File: config.mk
export PLATFORM = sky130hd
export DESIGN_NAME = jk_drive_ctrl_flat
export DESIGN_NICKNAME = d
export VERILOG_FILES = /design/src/rtl/jk_drive_ctrl_if.sv /design/src/rtl/jk_drive_ctrl.sv /design/src/flat_wrapper.sv
export SDC_FILE = /design/constraint.sdc
export NUM_CORES = 1
export LEC_CHECK = 0
export BUFFER_PORTS_ARGS = -buffer_cell sky130_fd_sc_hd__buf_2
export CAP_MARGIN = 20
export CORE_ASPECT_RATIO = 0.8
export CORE_MARGIN = 4
export CORE_UTILIZATION = 55
export CTS_BUF_LIST = sky130_fd_sc_hd__clkbuf_4 sky130_fd_sc_hd__clkbuf_8
export DETAILED_ROUTE_END_ITERATION = 8
export HOLD_SLACK_MARGIN = 0.1
export PLACE_DENSITY = 0.81
export SLEW_MARGIN = 30
export SYNTH_ARGS = -nofsm -noshare
export SYNTH_HDL_FRONTEND = slang
export SYNTH_SLANG_ARGS = --single-unit
export TNS_END_PERCENT = 10
File: constraint.sdc
create_clock -name CLK -period 3.35 [get_ports CLK]
set_input_delay 0.335 -clock CLK [delete_from_list [all_inputs] [get_ports CLK]]
set_output_delay 0.335 -clock CLK [all_outputs]
set_load 0.1 [all_outputs]
File: src/rtl/jk_drive_ctrl_if.sv
// Handshake and drive bundle between the JK transition controller and its
// environment: target request (TGT_VALID/TGT_READY/TGT), the bank read-back
// (Q_FB), the registered J/K drive and the BUSY/DONE/ERR status.
// master = requester/bank side, slave = jk_drive_ctrl.
interface jk_drive_ctrl_if #(
  parameter int WIDTH = 8
);
  logic             TGT_VALID;
  logic             TGT_READY;
  logic [WIDTH-1:0] TGT;
  logic [WIDTH-1:0] Q_FB;
  logic [WIDTH-1:0] J;
  logic [WIDTH-1:0] K;
  logic             BUSY;
  logic             DONE;
  logic             ERR;

  modport master (
    output TGT_VALID, TGT, Q_FB,
    input  TGT_READY, J, K, BUSY, DONE, ERR
  );

  modport slave (
    input  TGT_VALID, TGT, Q_FB,
    output TGT_READY, J, K, BUSY, DONE, ERR
  );
endinterface

File: src/rtl/jk_drive_ctrl.sv
// Transition driver for a bank of WIDTH JK flip-flops.
// Accepts a target vector, derives per-bit J/K from the JK excitation table,
// pulses it for one clock, waits SETTLE cycles, verifies the read-back and
// either completes, retries (up to MAX_RETRY times) or reports ERR with DONE.
// Optional build macro JK_TOGGLE_EN: changing bits are driven with J=K=1
// (toggle) instead of the default set/reset fill.
module jk_drive_ctrl #(
  parameter int WIDTH     = 8,
  parameter int SETTLE    = 2,
  parameter int MAX_RETRY = 2
) (
  input logic            CLK,
  input logic            RESET_N,
  jk_drive_ctrl_if.slave bus
);

  localparam int WAIT_W = (SETTLE > 1) ? $clog2(SETTLE) : 1;

  typedef enum logic [1:0] {
    ST_IDLE,
    ST_DRIVE,
    ST_WAIT,
    ST_CHECK_RESULT
  } state_e;

  typedef struct packed {
    logic [WIDTH-1:0] j;
    logic [WIDTH-1:0] k;
  } jk_t;

  // J/K needed to move the bank from q to t.
  function automatic jk_t excite(input logic [WIDTH-1:0] q, input logic [WIDTH-1:0] t);
    jk_t r;
`ifdef JK_TOGGLE_EN
    r.j = q ^ t;
    r.k = q ^ t;
`else
    r.j = ~q & t;
    r.k = q & ~t;
`endif
    return r;
  endfunction

  state_e           state_q,   state_d;
  logic [WIDTH-1:0] tgt_q,     tgt_d;
  logic [WIDTH-1:0] j_q,       j_d;
  logic [WIDTH-1:0] k_q,       k_d;
  logic             done_q,    done_d;
  logic             err_q,     err_d;
  logic [WAIT_W-1:0] wait_q,   wait_d;
  logic [3:0]       retry_q,   retry_d;

  jk_t              drive_new;
  jk_t              drive_retry;

  // Excitation for a fresh request and for a retry from the current read-back.
  always_comb begin
    drive_new   = excite(bus.Q_FB, bus.TGT);
    drive_retry = excite(bus.Q_FB, tgt_q);
  end

  // Next-state and next-output logic.
  always_comb begin
    // NOTE: every variable gets a default first so no path leaves one unassigned,
    // which would otherwise infer a latch.
    state_d = state_q;
    tgt_d   = tgt_q;
    j_d     = '0;
    k_d     = '0;
    done_d  = 1'b0;
    err_d   = 1'b0;
    wait_d  = wait_q;
    retry_d = retry_q;

    unique case (state_q)
      ST_IDLE: begin
        if (bus.TGT_VALID) begin
          tgt_d   = bus.TGT;
          retry_d = '0;
          if (bus.Q_FB == bus.TGT) begin
            // Already there: skip the drive and report success next cycle.
            state_d = ST_CHECK_RESULT;
            done_d  = 1'b1;
          end else begin
            state_d = ST_DRIVE;
            j_d     = drive_new.j;
            k_d     = drive_new.k;
          end
        end
      end

      ST_DRIVE: begin
        // J/K were visible for this one cycle; they fall back to 0 via defaults.
        state_d = ST_WAIT;
        wait_d  = '0;
      end

      ST_WAIT: begin
        if (wait_q == WAIT_W'(SETTLE - 1)) begin
          if (bus.Q_FB == tgt_q) begin
            state_d = ST_CHECK_RESULT;
            done_d  = 1'b1;
          end else if (retry_q < 4'(MAX_RETRY)) begin
            state_d = ST_DRIVE;
            retry_d = retry_q + 4'd1;
            j_d     = drive_retry.j;
            k_d     = drive_retry.k;
          end else begin
            state_d = ST_CHECK_RESULT;
            done_d  = 1'b1;
            err_d   = 1'b1;
          end
        end else begin
          wait_d = wait_q + WAIT_W'(1);
        end
      end

      ST_CHECK_RESULT: begin
        state_d = ST_IDLE;
        retry_d = '0;
      end

      default: begin
        state_d = ST_IDLE;
      end
    endcase
  end

  // State and output registers with synchronous active-low reset.
  always_ff @(posedge CLK) begin
    // NOTE: sequential state uses non-blocking assignments so every flop samples
    // the pre-edge values regardless of statement order.
    if (!RESET_N) begin
      state_q <= ST_IDLE;
      tgt_q   <= '0;
      j_q     <= '0;
      k_q     <= '0;
      done_q  <= 1'b0;
      err_q   <= 1'b0;
      wait_q  <= '0;
      retry_q <= '0;
    end else begin
      state_q <= state_d;
      tgt_q   <= tgt_d;
      j_q     <= j_d;
      k_q     <= k_d;
      done_q  <= done_d;
      err_q   <= err_d;
      wait_q  <= wait_d;
      retry_q <= retry_d;
    end
  end

  assign bus.TGT_READY = (state_q == ST_IDLE);
  assign bus.BUSY      = (state_q != ST_IDLE);
  assign bus.J         = j_q;
  assign bus.K         = k_q;
  assign bus.DONE      = done_q;
  assign bus.ERR       = err_q;

endmodule

File: src/flat_wrapper.sv
// flat-port wrapper written by rule: the top's interface ports become plain ports
module jk_drive_ctrl_flat 
#(
  parameter int WIDTH     = 8,
  parameter int SETTLE    = 2,
  parameter int MAX_RETRY = 2
)
  (CLK, RESET_N, bus_TGT_VALID, bus_TGT, bus_Q_FB, bus_TGT_READY, bus_J, bus_K, bus_BUSY, bus_DONE, bus_ERR);
  jk_drive_ctrl_if #(.WIDTH(WIDTH)) bus_i ();
  input logic CLK;
  input logic RESET_N;
  input wire logic [$bits(bus_i.TGT_VALID)-1:0] bus_TGT_VALID;
  input wire logic [$bits(bus_i.TGT)-1:0] bus_TGT;
  input wire logic [$bits(bus_i.Q_FB)-1:0] bus_Q_FB;
  output wire logic [$bits(bus_i.TGT_READY)-1:0] bus_TGT_READY;
  output wire logic [$bits(bus_i.J)-1:0] bus_J;
  output wire logic [$bits(bus_i.K)-1:0] bus_K;
  output wire logic [$bits(bus_i.BUSY)-1:0] bus_BUSY;
  output wire logic [$bits(bus_i.DONE)-1:0] bus_DONE;
  output wire logic [$bits(bus_i.ERR)-1:0] bus_ERR;
  assign bus_i.TGT_VALID = bus_TGT_VALID;
  assign bus_i.TGT = bus_TGT;
  assign bus_i.Q_FB = bus_Q_FB;
  assign bus_TGT_READY = bus_i.TGT_READY;
  assign bus_J = bus_i.J;
  assign bus_K = bus_i.K;
  assign bus_BUSY = bus_i.BUSY;
  assign bus_DONE = bus_i.DONE;
  assign bus_ERR = bus_i.ERR;
  jk_drive_ctrl #(.WIDTH(WIDTH), .SETTLE(SETTLE), .MAX_RETRY(MAX_RETRY)) u_core (.CLK(CLK), .RESET_N(RESET_N), .bus(bus_i));
endmodule
==> run metrics <==
Synth cell types 29; Setup-failing EPs final 0; Min-Delay Path Class in -> reg; drt drc 0; Post-DRT Antenna Nets 0; buffer levels on the longest clock path 2; worst hold start bus_TGT[7]; Resized cells post-CTS 0; drt first pass iters 4; largest net degree at the start of global routing 17; Final period util 59.16%; Post-Syn Nets around 240; DRT iter0 DRCs 56; Starting Density between 60% and 70%; grt ovf 0; clock skew between 9 and 10 ps; via density per instance 5.412; io pins 39; global-route wire length before repair 6.803 mm; most frequent cells in the layout buf_2 (38), ha_1 (36), dfxtp_1 (33), inv_1 (28), nand2_1 (22); layout net count roughly 280; Post-CTS Setup Repair Bufs 0; Worst R2R Setup Slack 1370 ps; Max H-tree Level 2; Die Y-Extent between 50 and 60 µm; drt wl/cell 15.50 µm; drt total wl around 4.0 mm; antenna violations before repair 0; core footprint 2893 µm²; Fill cells approximately 230; Slew @ Worst Pin between 500 and 600 ps; Mapped Cells ~180; CTS tree done; cell area after synthesis between 1500 and 2000 µm²; Hold Path Sink u_core.tgt_q[7]$_SDFFE_PN0P_; Power Dens Cells 617.9 nW/µm²; number of synthesized register bits 33; highest clock rate roughly 500 MHz; max-cap viol count 0; Die W around 71 µm; Max IR drop VDD between 0.6 and 0.7 mV; GRT Util Overall 21.38%; FF-to-FF End u_core.bus.K[2]$_SDFF_PN0_; status complete, no violations; Worst-Skew Late Latency about 290 ps; Slew HR around 67%; setup_tns 0 ps; total power between 0.001 and 0.0015 W; clock root cell clkbuf_8; multi-input logic area about 960 µm²; CTS buffer count 5; hold buffer count at cts 0; synth warn 0; synthesized area per cell between 9 and 10 µm²; Critical R2R Launch u_core.state_q[1]$_SDFFE_PN0P_; fin crit period 1982 ps; row count 17; vias in the first global route 1,430; layout cells sized above 1 between 20% and 30%; Crit path required time around 3600 ps; dpl hpwl 3.023 mm; crit-path max FO 11; RSZ-0062 raised after global routing false; Worst EP arrival between 2000 and 2500 ps; Worst Slack Setup Final 1368 ps; Place WS around 1400 ps; Worst-path clk slew roughly 70 ps; area grow syn2layout 17.85%; routability cong. approximately 0.84; Crit. End Element flop; register area between 600 and 700 µm²; commonest non-fill, non-tap cell in the layout buf_2; vias after detailed routing approximately 1.4k; Seq/Total Area, Yosys a little under two fifths; crit start category flop; CP max stage cell and3_1; Worst path max stage delay approximately 460 ps; Pleak 1.047 nW; Pins Over Slew Limit 0; worst hold slack about 320 ps; hold depth 3; Fin. Hold Viols 0; CP Cell Sequence inv_1, ha_1, and3_1, nor2b_1, a22o_1; clock tree sinks 33; R2R depth 5; IO buf count 38; Die Area ~4100 µm²; CP Class reg -> reg; antenna cell count 0
-- cell families (layout without fill, tap and decap cells) --
| group | after synthesis | in the layout | share of synthesized area (%) |
|---|---|---|---|
| buffers and inverters | 33 | 74 | 7.383 |
| adder cells (fa/ha/maj) | 36 | 36 | 25.81 |
| AND/OR/NAND/NOR | 42 | 42 | 11.76 |
| multiplexers | 2 | 2 | 1.147 |
| flip-flops | 33 | 33 | 37.85 |
| AO/OA/AOI/OAI | 35 | 35 | 16.06 |
-- per-stage QoR --
step                      instance area, µm²  utilization, %  std cells
after global placement                  1967           67.99        253
final                                   2057           71.11        260
after CTS                               2057           71.11        260
after global routing                    2057           71.11        260
after floorplan                         1745               -        181
after detailed placement                1967           67.99        253
-- worst max-delay path: cells and delay by family (launching register included) --
family	cells	cell delay (ps)
simple gates	2	920
flops	1	330
fa+ha+maj	1	320
compound gates	1	220
buf+inv	1	130
-- how the worst max path moves through the flow --
stage | from | to | cells past startpoint
global placement | bus_Q_FB[0] | u_core.bus.K[5]$_SDFF_PN0_ | 8
CTS | u_core.state_q[1]$_SDFFE_PN0P_ | u_core.bus.K[2]$_SDFF_PN0_ | 5
finish | u_core.state_q[1]$_SDFFE_PN0P_ | u_core.bus.K[2]$_SDFF_PN0_ | 5
global route | u_core.state_q[1]$_SDFFE_PN0P_ | u_core.bus.K[2]$_SDFF_PN0_ | 5
floorplan | u_core.state_q[1]$_SDFFE_PN0P_ | bus_BUSY | 3
detailed placement | bus_Q_FB[0] | u_core.bus.K[5]$_SDFF_PN0_ | 8
-- flip-flops by register name, indices dropped and copies added, names as in the netlist --
signal and cells:
u_core.retry_q 4, u_core.tgt_q 8, u_core.state_q 2, u_core.bus.J 8, u_core.bus.DONE 1, u_core.bus.ERR 1
u_core.wait_q 1, u_core.bus.K 8
-- Yosys cell counts (all sizes together) --
master  number  share of area (%)
nor2b        4                1.4
nor3         2               0.86
a22o        16                8.0
dfxtp       33                 38
a211o        1               0.50
inv         28                6.0
a21boi       8                3.4
o31a         1               0.50
nand4        4                1.4
and2         2               0.72
clkbuf       3               0.65
o21ai        4                1.1
a221oi       1               0.50
a32oi        1               0.50
nand2       22                4.7
or4          1               0.65
ha          36                 26
a21oi        1               0.29
a311oi       1               0.50
o221a        1               0.65
nand3        2               0.57
mux2i        2                1.1
and3         1               0.36
nand2b       1               0.36
nor2         3               0.65
buf          2               0.72
-- metal layers --
layer / wire length (µm) / up-vias / track usage, %
met2: 2078 / 35 / 40.55
met5: 0 / - / 0
met1: 1675 / 674 / 22.86
met3: 192 / 10 / 4.949
li1: - / 688 / -
met4: 82 / 0 / 9.115
-- power breakdown --
part           internal, W  leakage (nW)  switching, W
clock network     0.000171        0.0477      0.000136
registers         0.000435         0.268     0.0000294
logic             0.000122         0.731      0.000378
total             0.000727          1.05      0.000544
-- final cells by class --
type	count	share of cell area (%)
Inverter	28	5.110
Clock buffer	7	4.380
Multi-Input combinational cell	115	46.47
Timing Repair Buffer	39	9.611
Sequential cell	33	32.12
Tap cell	38	2.311
(Power assumes the default switching activity.)
